==> config.mk <==
export PLATFORM = sky130hd
export DESIGN_NAME = afifo_wr_arbiter_flat
export DESIGN_NICKNAME = d
export VERILOG_FILES = /design/src/rtl/afifo_wr_arbiter_if.sv /design/src/rtl/afifo_wr_arbiter.sv /design/src/flat_wrapper.sv
export SDC_FILE = /design/constraint.sdc
export NUM_CORES = 1
export LEC_CHECK = 0
export CAP_MARGIN = 20
export CORE_MARGIN = 2
export CORE_UTILIZATION = 39
export DETAILED_ROUTE_END_ITERATION = 10
export GPL_ROUTABILITY_DRIVEN = 0
export PLACE_DENSITY_LB_ADDON = 0.05
export SLEW_MARGIN = 20
export SYNTH_ARGS = -nofsm -noshare
export SYNTH_HDL_FRONTEND = slang
export SYNTH_SLANG_ARGS = --single-unit
==> constraint.sdc <==
create_clock -name wr_clk_i -period 2.23 [get_ports wr_clk_i]
set_input_delay 0.223 -clock wr_clk_i [delete_from_list [all_inputs] [get_ports wr_clk_i]]
set_output_delay 0.223 -clock wr_clk_i [all_outputs]
set_load 0.05 [all_outputs]
==> src/rtl/afifo_wr_arbiter_if.sv <==
// Write-side bus between afifo_wr_arbiter (master) and async_fifo (slave), wr_clk domain.
interface afifo_wr_arbiter_if #(
  parameter int unsigned DATA_WIDTH = 8
) ();
  logic [DATA_WIDTH-1:0] din;
  logic                  wr_en;
  logic                  full;
  logic                  almost_full;
  logic                  wr_ack;
  logic                  wr_err;

  modport master (
    output din,
    output wr_en,
    input  full,
    input  almost_full,
    input  wr_ack,
    input  wr_err
  );

  modport slave (
    input  din,
    input  wr_en,
    output full,
    output almost_full,
    output wr_ack,
    output wr_err
  );
endinterface

==> src/rtl/afifo_wr_arbiter.sv <==
// Round-robin bounded-burst arbiter feeding the async_fifo write port from NUM_REQ producers.
// Optional ack/err statistics counters are enabled by defining AFIFO_WR_STATS_EN.
module afifo_wr_arbiter #(
  parameter int unsigned NUM_REQ    = 4,
  parameter int unsigned DATA_WIDTH = 8,
  parameter int unsigned MAX_BURST  = 4
) (
  input  logic                          wr_clk_i,
  input  logic                          clear_i,
  input  logic [NUM_REQ-1:0]            req_i,
  input  logic [NUM_REQ*DATA_WIDTH-1:0] req_data_i,
  output logic [NUM_REQ-1:0]            gnt_o,
  output logic [NUM_REQ-1:0]            pop_o,
  output logic                          busy_o,
  output logic                          err_flag_o,
`ifdef AFIFO_WR_STATS_EN
  output logic [15:0]                   ack_cnt_o,
  output logic [7:0]                    err_cnt_o,
`endif
  afifo_wr_arbiter_if.master            fifo_if
);

  localparam int unsigned IdxW  = $clog2(NUM_REQ);
  localparam int unsigned BeatW = (MAX_BURST > 1) ? $clog2(MAX_BURST) : 1;

  typedef enum logic [0:0] {StIdle, StGrant} state_e;

  state_e                  state_q, state_d;
  logic [NUM_REQ-1:0]      gnt_q, gnt_d;
  logic [IdxW-1:0]         gnt_idx_q, gnt_idx_d;
  logic [IdxW-1:0]         rr_ptr_q, rr_ptr_d;
  logic [BeatW-1:0]        beat_q, beat_d;
  logic [DATA_WIDTH-1:0]   din_q, din_d;
  logic                    wr_en_q, wr_en_d;
  logic                    err_flag_q, err_flag_d;

  logic                    space;
  logic                    granted_req;
  logic                    pop_fire;
  logic                    last_beat;
  logic                    sel_found;
  logic [IdxW-1:0]         sel_idx;
  int unsigned             cand;

  // First requester at or above rr_ptr, wrapping around.
  always_comb begin
    sel_found = 1'b0;
    sel_idx   = '0;
    cand      = 0;
    for (int unsigned i = 0; i < NUM_REQ; i++) begin
      cand = (32'(rr_ptr_q) + i) % NUM_REQ;
      if (!sel_found && req_i[IdxW'(cand)]) begin
        sel_found = 1'b1;
        sel_idx   = IdxW'(cand);
      end
    end
  end

  // A write still in flight occupies the last free slot when almost_full is up.
  assign space       = !fifo_if.full && !(fifo_if.almost_full && wr_en_q);
  assign granted_req = req_i[gnt_idx_q];
  assign pop_fire    = (state_q == StGrant) && granted_req && space && !clear_i;
  assign last_beat   = (beat_q == BeatW'(MAX_BURST - 1));
  assign pop_o       = pop_fire ? gnt_q : '0;

  always_comb begin
    state_d    = state_q;
    gnt_d      = gnt_q;
    gnt_idx_d  = gnt_idx_q;
    rr_ptr_d   = rr_ptr_q;
    beat_d     = beat_q;
    din_d      = din_q;
    wr_en_d    = 1'b0;
    err_flag_d = err_flag_q | fifo_if.wr_err;

    unique case (state_q)
      StIdle: begin
        if (sel_found) begin
          state_d   = StGrant;
          gnt_d     = NUM_REQ'(1) << sel_idx;
          gnt_idx_d = sel_idx;
          beat_d    = '0;
        end
      end
      StGrant: begin
        if (pop_fire) begin
          wr_en_d = 1'b1;
          din_d   = req_data_i[32'(gnt_idx_q) * DATA_WIDTH +: DATA_WIDTH];
          beat_d  = beat_q + 1'b1;
        end
        if (!granted_req || (pop_fire && last_beat)) begin
          state_d  = StIdle;
          gnt_d    = '0;
          beat_d   = '0;
          rr_ptr_d = (gnt_idx_q == IdxW'(NUM_REQ - 1)) ? '0 : gnt_idx_q + 1'b1;
        end
      end
      default: state_d = StIdle;
    endcase
  end

  always_ff @(posedge wr_clk_i) begin
    if (clear_i) begin
      state_q    <= StIdle;
      gnt_q      <= '0;
      gnt_idx_q  <= '0;
      rr_ptr_q   <= '0;
      beat_q     <= '0;
      din_q      <= '0;
      wr_en_q    <= 1'b0;
      err_flag_q <= 1'b0;
    end else begin
      state_q    <= state_d;
      gnt_q      <= gnt_d;
      gnt_idx_q  <= gnt_idx_d;
      rr_ptr_q   <= rr_ptr_d;
      beat_q     <= beat_d;
      din_q      <= din_d;
      wr_en_q    <= wr_en_d;
      err_flag_q <= err_flag_d;
    end
  end

  assign gnt_o         = gnt_q;
  assign busy_o        = (state_q == StGrant);
  assign err_flag_o    = err_flag_q;
  assign fifo_if.din   = din_q;
  assign fifo_if.wr_en = wr_en_q;

`ifdef AFIFO_WR_STATS_EN
  logic [15:0] ack_cnt_q, ack_cnt_d;
  logic [7:0]  err_cnt_q, err_cnt_d;

  always_comb begin
    ack_cnt_d = ack_cnt_q;
    err_cnt_d = err_cnt_q;
    if (fifo_if.wr_ack) ack_cnt_d = ack_cnt_q + 16'd1;
    if (fifo_if.wr_err && (err_cnt_q != 8'hff)) err_cnt_d = err_cnt_q + 8'd1;
  end

  always_ff @(posedge wr_clk_i) begin
    if (clear_i) begin
      ack_cnt_q <= '0;
      err_cnt_q <= '0;
    end else begin
      ack_cnt_q <= ack_cnt_d;
      err_cnt_q <= err_cnt_d;
    end
  end

  assign ack_cnt_o = ack_cnt_q;
  assign err_cnt_o = err_cnt_q;
`else
  logic unused_wr_ack;
  assign unused_wr_ack = fifo_if.wr_ack;
`endif

endmodule
==> src/flat_wrapper.sv <==
// flat-port wrapper written by rule: the top's interface ports become plain ports
module afifo_wr_arbiter_flat 
#(
  parameter int unsigned NUM_REQ    = 4,
  parameter int unsigned DATA_WIDTH = 8,
  parameter int unsigned MAX_BURST  = 4
)
  (wr_clk_i, clear_i, req_i, req_data_i, gnt_o, pop_o, busy_o, err_flag_o, fifo_if_din, fifo_if_wr_en, fifo_if_full, fifo_if_almost_full, fifo_if_wr_ack, fifo_if_wr_err);
  afifo_wr_arbiter_if #(.DATA_WIDTH(DATA_WIDTH)) fifo_if_i ();
  input  logic wr_clk_i;
  input  logic clear_i;
  input  logic [NUM_REQ-1:0] req_i;
  input  logic [NUM_REQ*DATA_WIDTH-1:0] req_data_i;
  output logic [NUM_REQ-1:0] gnt_o;
  output logic [NUM_REQ-1:0] pop_o;
  output logic busy_o;
  output logic err_flag_o;
  output wire logic [$bits(fifo_if_i.din)-1:0] fifo_if_din;
  output wire logic [$bits(fifo_if_i.wr_en)-1:0] fifo_if_wr_en;
  input wire logic [$bits(fifo_if_i.full)-1:0] fifo_if_full;
  input wire logic [$bits(fifo_if_i.almost_full)-1:0] fifo_if_almost_full;
  input wire logic [$bits(fifo_if_i.wr_ack)-1:0] fifo_if_wr_ack;
  input wire logic [$bits(fifo_if_i.wr_err)-1:0] fifo_if_wr_err;
  assign fifo_if_din = fifo_if_i.din;
  assign fifo_if_wr_en = fifo_if_i.wr_en;
  assign fifo_if_i.full = fifo_if_full;
  assign fifo_if_i.almost_full = fifo_if_almost_full;
  assign fifo_if_i.wr_ack = fifo_if_wr_ack;
  assign fifo_if_i.wr_err = fifo_if_wr_err;
  afifo_wr_arbiter #(.NUM_REQ(NUM_REQ), .DATA_WIDTH(DATA_WIDTH), .MAX_BURST(MAX_BURST)) u_core (.wr_clk_i(wr_clk_i), .clear_i(clear_i), .req_i(req_i), .req_data_i(req_data_i), .gnt_o(gnt_o), .pop_o(pop_o), .busy_o(busy_o), .err_flag_o(err_flag_o), .fifo_if(fifo_if_i));
endmodule
==> reports/metrics.cfg <==
[status]
status = completed

[critical_path]
worstSetupStartpointType = primary input
crit_fanout = 13
r2r-start = u_core.gnt_idx_q[1]$_SDFFE_PP0P_
setup.worst_path.end_class = output port
worst-endpoint-required_ps = 2010
rrSetupSlack_ps = 530
reg2regPathDepth = 5
path_class = in2out
rr_endpoint = u_core.gnt_o[2]$_SDFFE_PP0P_
crit_arrival_ps = 1860

[placement]
preCtsSetupSlack_ps = 99.2
place_area_um2 = 1860
hpwl_mm = 2.44
numPortBuffers = 59

[synthesis]
syn_avg_cell_area_um2 = 9.74
synthTopCellsByArea = dfxtp_1 (35%), mux4_2 (17%), nand2_1 (6.0%)
yosysWarnings = 0
synth_top_area_share = 0.354
synth_fp_nets = 166
postSynthCellCount = 122
synth_area_um2 = 1190
synth_top_area_cell = dfxtp_1
synth_seq_cells = 21
synth_cell_types = 36
synth_seq_area_share = 0.354

[global_route]
antenna_found_initial = 0
grt_max_degree = 20
grt.busiest_layer = met2
grt_pass1_vias = 1106
use_met2 = 0.333
gr-usage-met3 = 0.0393
grt_overflow = 0
met1_usage = 0.207
grt_pass1_wl_mm = 4.88
grt_usage = 0.184

[floorplanning]
fp-row-count = 20
fp.dieW_um = 59.2
start_util = 0.399
dieArea_um2 = 3510
die_h_um = 59.2
core_area_um2 = 2980
ios = 61

[cells_and_area]
fill_cells = 259
final_cell_mix = clkdlybuf4s50_1 (55), dfxtp_1 (21), nand2_1 (19)
multi_input_comb_area_um2 = 703
final_nets = 229
regArea_um2 = 420
diodes = 0
layout_commonest_cell = clkdlybuf4s50_1
design_area_um2 = 1890
drive_gt1_frac = 0.158
area_delta_synth_final_pct = 58.9

[detailed_routing]
drc = 0
ant_nets = 0
routed_wl_mm = 3.01
vias = 1163
drt_iter0_markers = 40
routedWlPerCell_um = 13.9
first_pass_iters = 4
vias_per_cell = 5.36

[timing]
report.final.slew_viol_count = 0
fmax_ghz = 0.480
skew_ps = 4.02
rsz0062_at_grt = false
setup_slack_ps = 145
setup_viol = 0
maxSlewHeadroom = 0.662
final_hold_viol_count = 0
fin_setup_tns_ps = 0
finalCritPeriodShare = 0.935
worst_pin_slew_ps = 505
min_period_ps = 2080

[clocking]
cts_buffer_depth = 2
hold_buffers = 0
clockRootBuffer = clkbuf_4
clk_latency_ps = 300
cts_sinks = 21
path_clk_slew_ps = 120
ctsHtreeMaxLevel = 1
cts_made_buffers = 3
cts_tree = done

[power_and_ir_drop]
power_density_nw_per_um2 = 471
p_leak_nw = 0.678
vdd_drop_max_mv = 0.404

[min_path]
whs_endpoint = u_core.fifo_if.din[1]$_SDFFE_PP0P_
min-delay-start = u_core.fifo_if.din[1]$_SDFFE_PP0P_
hold_path.class = reg2reg
whs_path_depth = 2

[job]
maxCapViolations = 0

==> per-layer routing <==
metal  part of all wire  up-vias
li1                   -      577
met1               0.42      552
met2               0.51       32
met3              0.063        2
met4             0.0083        0
met5                  0        -
==> cell type report <==
| cell class | instances | share of cell area |
|---|---|---|
| clock buffers | 3 | 0.0119 |
| clock inverters | 1 | 0.00265 |
| inverters | 7 | 0.0152 |
| multi-input cells | 88 | 0.372 |
| flip-flops and latches | 21 | 0.223 |
| well taps | 33 | 0.0219 |
| repair buffers | 64 | 0.354 |
==> report_power, final <==
part	total [W]	internal (W)	switching, W
combinational	0.000296	0.000156	0.000140
clock	0.000182	0.0000668	0.000116
sequential	0.000412	0.000394	0.0000180
total	0.000890	0.000617	0.000273
==> state kept, by name (all words and copies together), names as in the netlist <==
name and flops:
u_core.fifo_if.din 8, u_core.gnt_o 4, u_core.beat_q 2, u_core.gnt_idx_q 2, u_core.rr_ptr_q 2, u_core.busy_o 1
u_core.err_flag_o 1, u_core.fifo_if.wr_en 1
==> synth_stat cells <==
library cell / number
nand2b_1: 2
or4_1: 1
nand4_1: 2
buf_6: 2
nand3_1: 1
a21o_1: 1
a32o_1: 4
o31ai_4: 1
o21a_1: 1
o31a_1: 1
o31ai_1: 3
a21oi_2: 1
o311ai_0: 1
nor2_1: 6
nand3_4: 1
nor3_1: 1
inv_2: 1
a211oi_1: 1
dfxtp_1: 21
o21bai_1: 1
mux4_2: 9
o41ai_2: 1
a21bo_2: 1
clkbuf_1: 3
nor2b_1: 3
ha_1: 2
nor4_1: 1
a211o_1: 2
and2_1: 4
or3_1: 1
inv_1: 6
o21ai_0: 1
a21oi_1: 14
nand2_1: 19
buf_2: 1
or2_2: 1
==> critical path: stages <==
cell	delay, ps
clkdlybuf4s50_1	480
mux4_2	550
nand3_4	170
inv_4	90
and2_1	190
buf_12	150
==> metrics by stage <==
step           utilization  power [W]  std cells  hold slack, ps
3_5_place_dp         0.624   0.000717        213             446
2_1_floorplan            -   0.000587        122             344
4_1_cts              0.634   0.000899        217             464
3_3_place_gp         0.624   0.000711        213             441
5_1_grt              0.634   0.000935        217             490
6_report             0.634   0.000890        217             460
==> cell families (layout without fill, tap and decap cells) <==
group	after synthesis	after routing	synth area share
adders and majority gates	2	2	0.0210
buffers and inverters	13	75	0.0547
AOI/OAI and AO/OA	34	34	0.218
muxes	9	9	0.171
and+or+nand+nor	43	43	0.182
DFF	21	21	0.354
==> timing repair <==
action	in CTS	in global routing
endpoints found under the hold margin	0	0
buffers inserted	0	0
endpoints found under the setup margin	0	2
gates resized for setup	0	2
==> worst max path at each step <==
stage / start / to / slack (ps)
floorplan: u_core.busy_o$_SDFF_PP0_ / pop_o[1] / 210
global placement: req_i[1] / pop_o[1] / 110
detailed placement: req_i[0] / pop_o[0] / 100
CTS: u_core.gnt_idx_q[1]$_SDFFE_PP0P_ / pop_o[0] / 80
global route: u_core.gnt_idx_q[1]$_SDFFE_PP0P_ / pop_o[2] / 40
finish: req_i[1] / pop_o[2] / 150
Power figures use the tool's default switching activity.
